File: src/rtl/vga_scan.sv
// Parametrised VGA timing generator with frame-buffer scan-out.
// Optional colour-bar test pattern: define VGA_SCAN_TESTPAT_EN.
module vga_scan #(
  parameter int H_ACTIVE = 640,
  parameter int H_FP     = 16,
  parameter int H_SYNC   = 96,
  parameter int H_BP     = 48,
  parameter int V_ACTIVE = 480,
  parameter int V_FP     = 10,
  parameter int V_SYNC   = 2,
  parameter int V_BP     = 33,
  parameter int HS_POL   = 0,
  parameter int VS_POL   = 0,
  parameter int CNT_W    = 10,
  parameter int ADDR_W   = 19,
  parameter int COLOR_W  = 4,
  parameter int RD_LAT   = 1,
  parameter int SCALE    = 1
) (
  input  logic                 clk25,
  input  logic                 reset,
  output logic [ADDR_W-1:0]    frame_addr,
  input  logic [3*COLOR_W-1:0] frame_pixel,
  output logic [COLOR_W-1:0]   vga_red,
  output logic [COLOR_W-1:0]   vga_green,
  output logic [COLOR_W-1:0]   vga_blue,
  output logic                 vga_hsync,
  output logic                 vga_vsync,
  output logic                 vga_blank,
  output logic                 frame_start
`ifdef VGA_SCAN_TESTPAT_EN
  ,
  input  logic                 test_en
`endif
);

  localparam int H_TOTAL =
    H_ACTIVE + H_FP + H_SYNC + H_BP;
  localparam int V_TOTAL =
    V_ACTIVE + V_FP + V_SYNC + V_BP;
  localparam int BUF_W = H_ACTIVE / SCALE;
  localparam int BUF_H =
    (V_ACTIVE + SCALE - 1) / SCALE;
  localparam longint BUF_SIZE =
    longint'(BUF_W) * longint'(BUF_H);
  localparam longint CNT_MAX =
    longint'(1) << CNT_W;
  localparam longint ADDR_MAX =
    longint'(1) << ADDR_W;

  localparam logic [CNT_W-1:0] H_LAST =
    CNT_W'(H_TOTAL - 1);
  localparam logic [CNT_W-1:0] V_LAST =
    CNT_W'(V_TOTAL - 1);
  localparam logic [ADDR_W-1:0] ROW_STEP =
    ADDR_W'(BUF_W);
  localparam logic HS_ACT = 1'(HS_POL);
  localparam logic VS_ACT = 1'(VS_POL);

  if (longint'(H_TOTAL) > CNT_MAX) begin : g_bad_h
    $error("H_TOTAL exceeds counter range");
  end
  if (longint'(V_TOTAL) > CNT_MAX) begin : g_bad_v
    $error("V_TOTAL exceeds counter range");
  end
  if (BUF_SIZE > ADDR_MAX) begin : g_bad_a
    $error("frame buffer exceeds address range");
  end
  if (RD_LAT < 0 || RD_LAT > 4) begin : g_bad_l
    $error("RD_LAT must be 0..4");
  end
  if (SCALE != 1 && SCALE != 2) begin : g_bad_s
    $error("SCALE must be 1 or 2");
  end

  typedef struct packed {
    logic act;
    logic hs;
    logic vs;
    logic first;
  } tag_t;

  logic [CNT_W-1:0]  h;
  logic [CNT_W-1:0]  v;
  logic [CNT_W-1:0]  h_buf;
  logic [ADDR_W-1:0] row_base;
  int                h_i;
  int                v_i;
  logic              active0;
  logic              hs0;
  logic              vs0;
  logic              first0;
  tag_t              tag0;
  tag_t              tag_o;
  tag_t              pipe [RD_LAT+1];
  logic [3*COLOR_W-1:0] pix;

  assign h_i = int'(h);
  assign v_i = int'(v);

  assign active0 = (h_i < H_ACTIVE) &&
                   (v_i < V_ACTIVE);
  assign hs0 = (h_i >= H_ACTIVE + H_FP) &&
    (h_i < H_ACTIVE + H_FP + H_SYNC);
  assign vs0 = (v_i >= V_ACTIVE + V_FP) &&
    (v_i < V_ACTIVE + V_FP + V_SYNC);
  assign first0 = (h == '0) && (v == '0);
  assign tag0 = {active0, hs0, vs0, first0};
  assign h_buf = (SCALE == 2) ? (h >> 1) : h;
  assign tag_o = pipe[RD_LAT];

  always_ff @(posedge clk25 or posedge reset) begin
    if (reset) begin
      h <= '0;
      v <= '0;
    end else if (h == H_LAST) begin
      h <= '0;
      if (v == V_LAST) v <= '0;
      else v <= v + CNT_W'(1);
    end else begin
      h <= h + CNT_W'(1);
    end
  end

  // With SCALE=2 each buffer row is scanned on two lines,
  // so the base only steps after odd lines.
  always_ff @(posedge clk25 or posedge reset) begin
    if (reset) begin
      row_base <= '0;
    end else if (h == H_LAST) begin
      if (v == V_LAST)
        row_base <= '0;
      else if (v_i < V_ACTIVE &&
               (SCALE == 1 || v[0]))
        row_base <= row_base + ROW_STEP;
    end
  end

  always_ff @(posedge clk25 or posedge reset) begin
    if (reset)
      frame_addr <= '0;
    else if (active0)
      frame_addr <= row_base + ADDR_W'(h_buf);
    else
      frame_addr <= '0;
  end

  always_ff @(posedge clk25 or posedge reset) begin
    if (reset) begin
      for (int i = 0; i <= RD_LAT; i++)
        pipe[i] <= '0;
    end else begin
      pipe[0] <= tag0;
      for (int i = 1; i <= RD_LAT; i++)
        pipe[i] <= pipe[i-1];
    end
  end

`ifdef VGA_SCAN_TESTPAT_EN
  logic [2:0] bar0;
  logic [2:0] bar_o;
  logic [2:0] bar_pipe [RD_LAT+1];

  // Bar b = h*8/H_ACTIVE, as threshold compares.
  always_comb begin
    bar0 = '0;
    for (int k = 1; k < 8; k++)
      if (h_i * 8 >= k * H_ACTIVE)
        bar0 = 3'(k);
  end

  always_ff @(posedge clk25 or posedge reset) begin
    if (reset) begin
      for (int i = 0; i <= RD_LAT; i++)
        bar_pipe[i] <= '0;
    end else begin
      bar_pipe[0] <= bar0;
      for (int i = 1; i <= RD_LAT; i++)
        bar_pipe[i] <= bar_pipe[i-1];
    end
  end

  assign bar_o = bar_pipe[RD_LAT];

  always_comb begin
    pix = frame_pixel;
    if (test_en)
      pix = {{COLOR_W{bar_o[2]}},
             {COLOR_W{bar_o[1]}},
             {COLOR_W{bar_o[0]}}};
  end
`else
  always_comb begin
    pix = frame_pixel;
  end
`endif

  always_ff @(posedge clk25 or posedge reset) begin
    if (reset) begin
      vga_red     <= '0;
      vga_green   <= '0;
      vga_blue    <= '0;
      vga_hsync   <= ~HS_ACT;
      vga_vsync   <= ~VS_ACT;
      vga_blank   <= 1'b1;
      frame_start <= 1'b0;
    end else begin
      if (tag_o.act)
        {vga_red, vga_green, vga_blue} <= pix;
      else
        {vga_red, vga_green, vga_blue} <= '0;
      vga_hsync   <= tag_o.hs ? HS_ACT : ~HS_ACT;
      vga_vsync   <= tag_o.vs ? VS_ACT : ~VS_ACT;
      vga_blank   <= ~tag_o.act;
      frame_start <= tag_o.first;
    end
  end

endmodule
File: config.mk
export PLATFORM = sky130hd
export DESIGN_NAME = vga_scan
export DESIGN_NICKNAME = d
export VERILOG_FILES = /design/src/rtl/vga_scan.sv
export SDC_FILE = /design/constraint.sdc
export NUM_CORES = 1
export LEC_CHECK = 0
export ABC_AREA = 0
export CAP_MARGIN = 20
export CORE_ASPECT_RATIO = 0.6
export CORE_MARGIN = 8
export CORE_UTILIZATION = 35
export CTS_BUF_LIST = sky130_fd_sc_hd__clkbuf_4
export CTS_CLUSTER_DIAMETER = 80
export DETAILED_ROUTE_END_ITERATION = 10
export GPL_TIMING_DRIVEN = 0
export PLACE_DENSITY = 0.52
export SKIP_CTS_REPAIR_TIMING = 1
export SLEW_MARGIN = 5
export SYNTH_ARGS = -nofsm -noshare
export SYNTH_HDL_FRONTEND = slang
export SYNTH_SLANG_ARGS = --single-unit
export TNS_END_PERCENT = 20
File: constraint.sdc
create_clock -name clk25 -period 3.3 [get_ports clk25]
set_clock_uncertainty 0.05 [all_clocks]
set_input_delay 0.33 -clock clk25 [delete_from_list [all_inputs] [get_ports clk25]]
set_output_delay 0.33 -clock clk25 [all_outputs]
set_load 0.05 [all_outputs]
* Yosys cells after proc, flatten, opt, wreduce, memory -nomap -nowiden
Index checks and enable logic that the tools add are counted.
** Storage, ports and cells
- Bits in registers :: 82
- Output and inout bits :: 35
** Operators by class
- Add/sub/neg operators :: 4
- Magnitude comparators :: 6
- Eq/ne operators :: 2
- Mux-type cells :: 10
- Bitwise logic cells :: 1
- Reduce and logical (&&, ||, !) cells :: 8
** Operators by type and width (number)
- 19-bit 2-to-1 mux :: 3
- 10-bit by 1-bit adder with 10-bit output, second input constant :: 2
- 10-bit equality test, second input constant :: 2
- 10-bit zero test :: 2
- 10-bit less-than comparator, second input constant :: 2
- 10-bit by 9-bit less-than comparator with 1-bit output, second input constant :: 2
- 10-bit 2-to-1 mux :: 2
- 19-bit by 10-bit adder with 19-bit output :: 1
- 19-bit by 10-bit adder with 19-bit output, second input constant :: 1
- 4-bit 2-to-1 mux :: 3
- 10-bit >= comparator, second input constant :: 1
- 10-bit by 9-bit >= comparator with 1-bit output, second input constant :: 1
- 1-bit logical AND :: 4
- 1-bit 2-to-1 mux :: 2
- 2-bit AND reduction :: 1
- 2-bit nonzero test :: 1
- 1-bit NOT :: 1

* Logic depth before layout (Yosys ltp)
Gate-level depths: netlist (run 1).
- Word-level depth :: 3
- Gate-level depth with buffers :: 7

* Worst setup path before layout (run 1)
No wires, ideal clock.
- Path type :: reg-to-reg
- Start point :: register h[7]
- End point :: register v[9]
- Library setup time :: 0.065 ns
- Arrival time :: 1.844 ns
- Required time :: 3.185 ns
- Slack :: 1.340 ns
- Stages on the path, launching flop included :: 6
- Path buffers :: 1
- Clock period less this slack :: 1.960 ns
- Cells stage by stage :: dfrtp_1 -> buf_6 -> or3_4 -> or4_4 -> or3_1 -> nand2_1
** Between the ends
- Longest elaborated chain between the ends :: 1
** RTL lines
- start, declared :: line 83 : logic [CNT_W-1:0] h;
- start signal, assigned :: line 121 : h <= h + CNT_W'(1);
- 10-bit equality test :: line 116 : end else if (h == H_LAST) begin
- end signal, assigned :: line 119 : else v <= v + CNT_W'(1);
- end, declared :: line 84 : logic [CNT_W-1:0] v;
No other way between the ends.
A chain may end at the register's enable or synchronous reset.

* Final worst setup path (run 1)
- Start point :: register h[1]
- End point :: register row_base[17]
** Between the ends
- Longest elaborated chain between the ends :: 2
** RTL lines
- 10-bit equality test :: line 130 : end else if (h == H_LAST) begin
- 2-bit AND reduction (no line)
- end signal, assigned :: line 135 : row_base <= row_base + ROW_STEP;
- end, declared :: line 86 : logic [ADDR_W-1:0] row_base;
No other way between the ends.

==> results of run 1 <==
flip-flops by register name (all words and copies together), names as in the netlist:
signal       count
frame_addr      19
row_base        12
h               10
v               10
pipe             8
vga_blue         4
vga_green        4
vga_red          4
frame_start      1
vga_blank        1
vga_hsync        1
vga_vsync        1
worst max path at each step:
| stage | startpoint | slack, ns | to |
|---|---|---|---|
| finish | h[1]$_DFF_PP0_ | 0.92 | row_base[17]$_DFFE_PP0P_ |
| global route | h[1]$_DFF_PP0_ | 0.72 | row_base[17]$_DFFE_PP0P_ |
| CTS | h[1]$_DFF_PP0_ | 0.91 | row_base[10]$_DFFE_PP0P_ |
| detailed placement | h[1]$_DFF_PP0_ | 0.93 | row_base[12]$_DFFE_PP0P_ |
| global placement | reset | -0.22 | v[5]$_DFFE_PP0N_ |
| floorplan | reset | 1.01 | frame_addr[0]$_DFF_PP0_ |
synthesized netlist by cell type, types with 3 or more instances:
master	n	area, um2
o31ai_1	8	60.1
xor2_1	9	78.8
nor3_1	3	15.0
or4_1	10	75.1
nand2_1	13	48.8
nand4_1	15	93.8
clkbuf_1	6	22.5
and2_1	17	106
o21ai_0	17	85.1
buf_2	6	30.0
nor2_1	18	67.6
dfrtp_1	72	1800
dfstp_2	3	78.8
inv_1	12	45.0
nand2b_1	3	18.8
mux2i_1	3	30.0
nand3_1	18	90.1
a21oi_1	21	105
or3_1	11	68.8
xnor2_1	9	78.8
and3_1	7	43.8
and4_1	3	26.3
ha_1	10	125
nor4_1	5	31.3
per-layer routing:
metal,part of all wire [%],vias to the layer above,GRT usage (%)
met5,0,-,0
met4,1.2,0,4.09
met3,8.5,11,5.39
met2,38,58,16.3
met1,53,1284,19.3
li1,-,1281,-
worst reg2reg max path: stages (launching register included):
cell      delay (ns)
dfrtp_1         0.52
ha_1            0.32
and4_1          0.21
clkbuf_1        0.23
nand3_1         0.33
nor2_1          0.52
a21oi_1         0.07
power by group through the flow:
stage | Combinational [mW] | Sequential [mW] | Clock [mW]
detailed placement | 0.0914 | 0.947 | 0
finish | 0.0889 | 0.929 | 0.650
floorplan | 0.0190 | 0.976 | 0
global placement | 0.0863 | 0.947 | 0
CTS | 0.0917 | 0.929 | 0.674
global route | 0.0963 | 0.930 | 0.716
cell families (layout without fill, tap and decap cells):
logic type / after synthesis / in the layout
and+or+nand+nor: 132 / 132
DFF: 75 / 75
AOI/OAI and AO/OA: 57 / 57
buffers and inverters: 27 / 92
xor gates and xnor gates: 18 / 18
adders and majority gates: 10 / 10
muxes: 3 / 3
other: 1 / 1
metrics by stage:
| stage | power (mW) | hold slack (ns) | area [um2] | utilization, % | worst slack (ns) |
|---|---|---|---|---|---|
| after floorplan | 0.995 | 0.281 | 3420 | - | 1.01 |
| after global placement | 1.03 | 0.283 | 4070 | 42.1 | -0.222 |
| after detailed placement | 1.04 | 0.289 | 4100 | 42.4 | 0.927 |
| after CTS | 1.70 | 0.0954 | 4270 | 44.2 | 0.906 |
| after global routing | 1.74 | 0.0906 | 4270 | 44.2 | 0.718 |
| final | 1.67 | 0.120 | 4270 | 44.2 | 0.916 |
area by class of cell:
type / count / area, um2
clock buffers: 10 / 75.1
repair buffers: 49 / 508
clock inverters: 6 / 91.3
well taps: 135 / 169
plain buffers: 15 / 73.8
fillers: 958 / 5400
multi-input cells: 221 / 1420
flip-flops and latches: 75 / 1880
inverters: 12 / 47.5
==> qor.csv, run 1 <==
stage,metric,value,unit
route,dr.pass1.iters,4,
setup_path,endpoint_kind,register,
timing,finalSetupTns,0,ns
place,place.gp.congestion,0.841,
clocking,cts_tree,yes,
cells_and_area,diodes,0,
setup_path,crit_cells,6,
setup_path,path_cells,"ha_1, and4_1, clkbuf_1, nand3_1, nor2_1, a21oi_1",
global_routing,grt_first_pass_wirelength,13500,um
die,die_height,92.6,um
outcome,status,"finished, final reports clean",
logic_synthesis,synth_warnings,0,
logic_synthesis,synth-adder-area-share,3.65,%
route,ant_nets,0,
cells_and_area,final_cells,523,
setup_path,reg2reg_depth,6,
route,routed_wl,8060,um
timing,rsz0062_at_grt,false,
timing,min_period,2.38,ns
die,core-area,0.00967,mm2
setup_path,critPathTopFamily,simple AND/OR/NAND/NOR gates,
timing,worst_pin_slew,0.702,ns
clocking,cts_root_buf,clkbuf_4,
setup_path,ff2ff_setup_slack,0.92,ns
setup_path,cp.arrival,2.63,ns
logic_synthesis,syn-mean-instance-area,10.6,um2
logic_synthesis,ys_async_sr_fraction,100,%
die,rows,28,
logic_synthesis,ys_ff_latch,75,
place,dp_hpwl,6000,um
clocking,h-tree-depth,3,
setup_path,r2r-start,h[1]$_DFF_PP0_,
clocking,cts.reportedPaths.clkPinSlew,0.13,ns
logic_synthesis,synth.distinct_cells,44,
cells_and_area,layout_common_cells,"72 x dfrtp_1, 48 x clkdlybuf4s50_1, 21 x a21oi_1, 18 x nand3_1, 18 x nor2_1",
cells_and_area,final_common_cell,dfrtp_1,
flow_run,cap_violations,0,
global_routing,grt_use_total,13.0,%
pwr,vdd_ir_drop_max,0.200,mV
place,port-buffer-count,48,
route,drc,0,
logic_synthesis,syn-cell-area,0.00342,mm2
timing,hold_viol,0,
clocking,clock-sinks,75,
global_routing,antenna_found_initial,0,
logic_synthesis,synth_compound_area_share,9.83,%
timing,post-route-period-util,72.2,%
pwr,power.switching_fraction,23.3,%
setup_path,path_class,register to register,
global_routing,grt_max_degree,58,
logic_synthesis,muxShareOfSynthArea,0.877,%
timing,timing.fmax,0.420,GHz
setup_path,crit_fanout,10,
setup_path,path_buf_inv,1,
cells_and_area,finalNetCount,407,
setup_path,r2r-end,row_base[17]$_DFFE_PP0P_,
logic_synthesis,ys_seq_area_share,54.9,%
worst_hold_path,hold_class,input port to asynchronous set/reset pin,
pwr,p_comb_share,5.3,%
clocking,cts_buffers,9,
die,initial_core_util,35.4,%
pwr,seq_power_share,55.7,%
logic_synthesis,synth_top_family_by_area,simple AND/OR/NAND/NOR gates,
setup_path,crit_required,3.54,ns
route,num_vias,2634,
logic_synthesis,synth-simple-area-share,22.5,%
timing,drv_slew,0,
logic_synthesis,synth_edf_count,0,
die,fp.dieW,144,um
route,wire_per_inst,15.4,um
cells_and_area,syn_to_final_growth,24.7,%
pwr,intPower,1.28,mW
pwr,pwr-share-clk,39.0,%
global_routing,grt.overflow.total,0,
timing,setup_viol,0,
setup_path,cp-start-kind,register,
clocking,insertion_delay,0.43,ns
global_routing,grt_pass1_vias,2559,
logic_synthesis,synth_nets,347,
logic_synthesis,synthCells,323,
clocking,clk_path_buf_depth,2,
setup_path,worst_path_max_delay_cell,dfrtp_1,
setup_path,cpPeakStageDelay,0.52,ns
pwr,power.leakage,1.80,nW
die,dieArea,0.0133,mm2
pwr,power_density,391,mW/mm2
logic_synthesis,synth_ff_type,dfrtp_1,
cells_and_area,drive_gt1_share,9.02,%
die,ioPinCount,49,
route,vias_per_cell,5.04,
pwr,p_sw,388,uW
place,dp_cells,507,
logic_synthesis,synthXorXnorAreaFrac,4.61,%
route,drt_iter0_drc,194,
timing,relSlewSlack,52.9,%
Power figures use the tool's default switching activity.
==> inputs of run 2 (changes only) <==
==> constraint.sdc (replaced) <==
create_clock -name clk25 -period 2.36 [get_ports clk25]
set_clock_uncertainty 0.05 [all_clocks]
set_input_delay 0.236 -clock clk25 [delete_from_list [all_inputs] [get_ports clk25]]
set_output_delay 0.236 -clock clk25 [all_outputs]
set_load 0.05 [all_outputs]
==> qor.csv, run 2 (synthesis gave the netlist of run 1 again) <==
stage,metric,value,unit,change
setup_path,r2r-start,h[1]$_DFF_PP0_,,unchanged
place,place.gp.congestion,0.841,,unchanged
setup_path,critPathLaunch,h[1]$_DFF_PP0_,,unchanged
timing,setup_viol,0,,unchanged
timing,drv_slew,0,,unchanged
worst_hold_path,hold_class,register to register,,was input port to asynchronous set/reset pin
timing,post-route-period-util,92.0,%,was 72.2%
route,wire_per_inst,15.4,um,about the same
cells_and_area,finalNetCount,410,,was 407
place,dp_cells,507,,unchanged
clocking,cts.reportedPaths.clkPinSlew,0.12,ns,was 0.13 ns
timing,relSlewSlack,50.9,%,was 52.9%
route,num_vias,2692,,was 2634
pwr,vdd_ir_drop_max,0.280,mV,was 0.200 mV
pwr,power_density,541,mW/mm2,was 391 mW/mm2
worst_hold_path,min_from,pipe[2]$_DFF_PP0_,,
cells_and_area,finish.instance_area,0.00431,mm2,was 0.00427 mm2
clocking,cts_buffers,9,,unchanged
die,dieArea,0.0133,mm2,unchanged
route,drc,0,,unchanged
clocking,clock-sinks,75,,unchanged
timing,min_period,2.17,ns,was 2.38 ns
setup_path,crit_fanout,7,,was 10
flow_run,cap_violations,0,,unchanged
route,routed_wl,8120,um,was 8060 um
cells_and_area,largest_register_ffs,19,,unchanged
clocking,insertion_delay,0.43,ns,about the same
cells_and_area,layout_common_cells,"70 x dfrtp_1, 48 x clkdlybuf4s50_1, 21 x a21oi_1, 18 x nand3_1",,"was 72 x dfrtp_1, 48 x clkdlybuf4s50_1, 21 x a21oi_1, 18 x nand3_1, 18 x nor2_1"
setup_path,endpoint_kind,register,,unchanged
setup_path,r2r-end,row_base[13]$_DFFE_PP0P_,,was row_base[17]$_DFFE_PP0P_
setup_path,reg2reg_depth,5,,was 6
setup_path,cp-start-kind,register,,unchanged
route,dr.pass1.iters,4,,unchanged
die,core-area,0.00967,mm2,unchanged
place,port-buffer-count,48,,unchanged
place,dpl-instance-area,0.00410,mm2,unchanged
global_routing,grt_use_total,13.0,%,unchanged
die,die_height,92.6,um,unchanged
clocking,cts_root_buf,clkbuf_4,,unchanged
timing,holdWs,0.310,ns,was 0.120 ns
cells_and_area,syn_to_final_growth,25.9,%,was 24.7%
clocking,h-tree-depth,3,,unchanged
global_routing,grt_first_pass_wirelength,13500,um,unchanged
global_routing,antenna_found_initial,0,,unchanged
setup_path,ff2ff_setup_slack,0.19,ns,was 0.92 ns
setup_path,path_class,register to register,,unchanged
place,dp_hpwl,6000,um,unchanged
clocking,cts_tree,yes,,unchanged
clocking,clk_path_buf_depth,2,,unchanged
global_routing,grt.overflow.total,0,,unchanged
timing,worst_pin_slew,0.732,ns,was 0.702 ns
die,fp.dieW,144,um,unchanged
pwr,finalPower,2.33,mW,was 1.67 mW
timing,rsz0062_at_grt,false,,unchanged
global_routing,grt_max_degree,58,,unchanged
die,ioPinCount,49,,unchanged
worst_hold_path,holdPathStages,1,,
setup_path,crit_required,2.67,ns,was 3.54 ns
route,ant_nets,0,,unchanged
worst_hold_path,min_to,vga_hsync$_DFF_PP1_,,
pwr,power.leakage,1.81,nW,was 1.80 nW
cells_and_area,drive_gt1_share,10.7,%,was 9.02%
cells_and_area,final_common_cell,dfrtp_1,,unchanged
cells_and_area,reg_top3,"frame_addr: 19 flops, row_base: 12 flops",,unchanged
setup_path,cp.arrival,2.48,ns,was 2.63 ns
route,drt_iter0_drc,190,,was 194
cells_and_area,diodes,0,,unchanged
outcome,status,"finished, final reports clean",,unchanged
die,initial_core_util,35.4,%,unchanged
die,rows,28,,unchanged
cells_and_area,regMostFlops,frame_addr,,unchanged
cells_and_area,final_core_util,44.6,%,was 44.2%
cells_and_area,final_cells,526,,was 523
route,vias_per_cell,5.12,,was 5.04
global_routing,grt_pass1_vias,2559,,unchanged
timing,timing.fmax,0.460,GHz,was 0.420 GHz
timing,hold_viol,0,,unchanged
-- run 2: worst max path at each step --
stage	endpoint	slack, ns	cells after the start
after detailed placement	row_base[12]$_DFFE_PP0P_	-0.01	6
final	row_base[13]$_DFFE_PP0P_	0.19	5
after floorplan	frame_addr[0]$_DFF_PP0_	0.17	1
after global routing	v[8]$_DFFE_PP0N_	0.005	5
after global placement	v[5]$_DFFE_PP0N_	-1.07	2
after CTS	row_base[10]$_DFFE_PP0P_	-0.03	6
-- run 2: cell type report --
class / count / area, um2
timing repair buffer: 53 / 541
fill: 956 / 5360
sequential: 75 / 1880
clock inverter: 6 / 91.3
clock buffer: 10 / 75.1
inverter: 12 / 47.5
tap: 135 / 169
buffer: 14 / 70.1
multi-input combinational: 221 / 1430
-- run 2: report_power, final --
group	internal [mW]	total [mW]	switching, mW
combinational	0.0491	0.126	0.0766
sequential	1.30	1.30	0.00284
clock	0.445	0.908	0.463
total	1.79	2.33	0.543
-- run 2: routing by layer --
metal,vias to the layer above,wire length [um],global-route usage [%]
li1,1289,-,-
met1,1317,4240,19.3
met2,77,3110,16.3
met3,9,688,5.39
met4,0,80,4.09
met5,-,0,0
-- run 2: through the flow --
step / setup WS, ns / TNS, ns
CTS: -0.0338 / -0.194
global placement: -1.07 / -77.36
finish: 0.188 / 0
detailed placement: -0.0132 / -0.0353
global route: 0.00494 / 0
floorplan: 0.169 / 0
-- run 2: critical path, cell delays in order (launching register included) --
cell and delay (ns):
dfrtp_2 0.47, ha_1 0.28, and4_1 0.35, nand4_1 0.23, or4_1 0.56, a21oi_1 0.16
==> inputs of run 3 (changes only) <==
--- a/config.mk
+++ b/config.mk
@@ -15,6 +15,7 @@
 export DETAILED_ROUTE_END_ITERATION = 10
 export GPL_TIMING_DRIVEN = 0
 export PLACE_DENSITY = 0.52
+export REMOVE_ABC_BUFFERS = 1
 export SKIP_CTS_REPAIR_TIMING = 1
 export SLEW_MARGIN = 5
 export SYNTH_ARGS = -nofsm -noshare
==> qor.csv, run 3 (synthesis gave the netlist of run 1 again) <==
stage,metric,value,unit,change
die,rows,28,,unchanged
cells_and_area,finish.instance_area,0.00426,mm2,was 0.00431 mm2
clocking,cts.reportedPaths.clkPinSlew,0.14,ns,was 0.12 ns
setup_path,path_class,register to register,,unchanged
global_routing,grt_max_degree,55,,was 58
route,drt_iter0_drc,207,,was 190
cells_and_area,finalNetCount,394,,was 410
place,dpl-instance-area,0.00403,mm2,was 0.00410 mm2
global_routing,grt_use_total,12.9,%,was 13.0%
place,dp_hpwl,5780,um,was 6000 um
setup_path,crit_required,2.69,ns,was 2.67 ns
place,place.gp.congestion,0.831,,was 0.841
clocking,clk_path_buf_depth,2,,unchanged
setup_path,cp.arrival,2.54,ns,was 2.48 ns
pwr,p_comb_share,5.1,%,was 5.4%
timing,timing.fmax,0.454,GHz,was 0.460 GHz
clocking,clock-sinks,75,,unchanged
route,ant_nets,0,,unchanged
setup_path,cp-start-kind,register,,unchanged
global_routing,grt_first_pass_wirelength,13200,um,was 13500 um
die,ioPinCount,49,,unchanged
timing,drv_slew,0,,unchanged
setup_path,critPathTopFamily,simple AND/OR/NAND/NOR gates,,unchanged
cells_and_area,largest_register_ffs,19,,unchanged
global_routing,grt_pass1_vias,2401,,was 2559
route,routed_wl,8050,um,was 8120 um
pwr,power.leakage,1.78,nW,was 1.81 nW
die,core-area,0.00967,mm2,unchanged
cells_and_area,multi_input_area,0.00144,mm2,was 0.00143 mm2
cells_and_area,diodes,0,,unchanged
route,dr.pass1.iters,4,,unchanged
die,die_height,92.6,um,unchanged
place,dp_slack,-0.146,ns,was -0.0132 ns
flow_run,cap_violations,0,,unchanged
cells_and_area,fillCellCount,958,,was 956
cells_and_area,seq_area,0.00188,mm2,about the same
setup_path,path_cells,"a41oi_1, nand4_1, or4_1, a21oi_1",,"was ha_1, and4_1, nand4_1, or4_1, a21oi_1"
setup_path,worst_path_max_delay_cell,or4_1,,unchanged
route,vias_per_cell,5.00,,was 5.12
cells_and_area,reg_top3,"frame_addr: 19 flops, row_base: 12 flops",,unchanged
timing,worst_pin_slew,0.681,ns,was 0.732 ns
global_routing,antenna_found_initial,0,,unchanged
pwr,power.switching_fraction,23.2,%,was 23.3%
timing,fin_ws,0.156,ns,was 0.188 ns
pwr,seq_power_share,52.9,%,was 55.7%
pwr,p_sw,569,uW,was 543 uW
setup_path,endpoint_kind,register,,unchanged
cells_and_area,syn_to_final_growth,24.3,%,was 25.9%
route,drc,0,,unchanged
cells_and_area,final_common_cell,dfrtp_1,,unchanged
route,wire_per_inst,15.8,um,was 15.4 um
cells_and_area,drive_gt1_share,8.53,%,was 10.7%
timing,post-route-period-util,93.4,%,was 92.0%
pwr,vdd_ir_drop_max,0.253,mV,was 0.280 mV
clocking,h-tree-depth,3,,unchanged
timing,min_period,2.20,ns,was 2.17 ns
pwr,pwr-share-clk,42.0,%,was 38.9%
setup_path,crit_fanout,5,,was 7
global_routing,grt.overflow.total,0,,unchanged
die,initial_core_util,35.4,%,unchanged
clocking,cts_tree,yes,,unchanged
timing,rsz0062_at_grt,true,,was false
setup_path,path_buf_inv,0,,unchanged
clocking,cts_buffers,9,,unchanged
pwr,power_density,577,mW/mm2,was 541 mW/mm2
outcome,status,"finished, final reports clean",,unchanged
cells_and_area,layout_common_cells,"71 x dfrtp_1, 48 x clkdlybuf4s50_1, 21 x a21oi_1",,"was 70 x dfrtp_1, 48 x clkdlybuf4s50_1, 21 x a21oi_1, 18 x nand3_1"
cells_and_area,final_core_util,44.0,%,was 44.6%
worst_hold_path,hold_class,input port to asynchronous set/reset pin,,was register to register
die,dieArea,0.0133,mm2,unchanged
timing,relSlewSlack,54.2,%,was 50.9%
clocking,insertion_delay,0.45,ns,was 0.43 ns
route,num_vias,2551,,was 2692
place,port-buffer-count,48,,unchanged
timing,setup_viol,0,,unchanged
clocking,cts_root_buf,clkbuf_4,,unchanged
timing,hold_viol,0,,unchanged
die,fp.dieW,144,um,unchanged
cells_and_area,regMostFlops,frame_addr,,unchanged
setup_path,cpPeakStageDelay,0.57,ns,was 0.56 ns
pwr,intPower,1.89,mW,was 1.79 mW
[run 3: layout make-up]
type                       count  area share, %
sequential                    75           44.2
multi-input combinational    221           33.9
timing repair buffer          51           12.3
tap                          135           3.97
clock inverter                 7           2.88
clock buffer                   9           1.59
inverter                      12           1.12
[run 3: per-stage QoR]
stage | power (mW) | hold slack [ns] | TNS, ns | cells
3_5_place_dp | 1.45 | 0.286 | -0.907 | 492
5_1_grt | 2.55 | 0.00318 | -0.0719 | 510
3_3_place_gp | 1.44 | 0.283 | -81.08 | 491
2_1_floorplan | 1.39 | 0.281 | 0 | 308
4_1_cts | 2.50 | 0.00473 | -1.02 | 508
6_report | 2.46 | 0.0241 | 0 | 510
[run 3: worst reg2reg max path, cell delays in order (launching register included)]
cell and delay, ns:
dfrtp_1 0.47, a41oi_1 0.56, nand4_1 0.32, or4_1 0.57, a21oi_1 0.17
[run 3: final timing paths]
kind | start | end | slack [ns] | cells after the start
setup / recovery | v[7]$_DFFE_PP0N_ | row_base[13]$_DFFE_PP0P_ | 0.16 | 4
hold / removal | reset | vga_blue[3]$_DFF_PP0_ | 0.02 | 2
setup reg to reg | v[7]$_DFFE_PP0N_ | row_base[13]$_DFFE_PP0P_ | 0.16 | 4
hold reg to reg | pipe[2]$_DFF_PP0_ | vga_hsync$_DFF_PP1_ | 0.31 | 1
max in group asynchronous | reset | vga_vsync$_DFF_PP1_ | 1.61 | 3
min in group clk25 | frame_pixel[3] | vga_blue[3]$_DFF_PP0_ | 0.30 | 2
[run 3: per-layer routing]
layer	part of all wire, %	vias up	track usage, %
met2	39	62	16.1
met4	0.94	0	3.31
met5	0	-	0
met1	52	1228	19.5
li1	-	1253	-
met3	7.6	8	5.60
[run 3: power groups by stage]
stage / Sequential, mW / Combinational (mW) / Clock [mW]
floorplan: 1.37 / 0.0266 / 0
global placement: 1.32 / 0.121 / 0
detailed placement: 1.32 / 0.128 / 0
CTS: 1.30 / 0.129 / 1.07
global route: 1.30 / 0.135 / 1.12
finish: 1.30 / 0.125 / 1.03
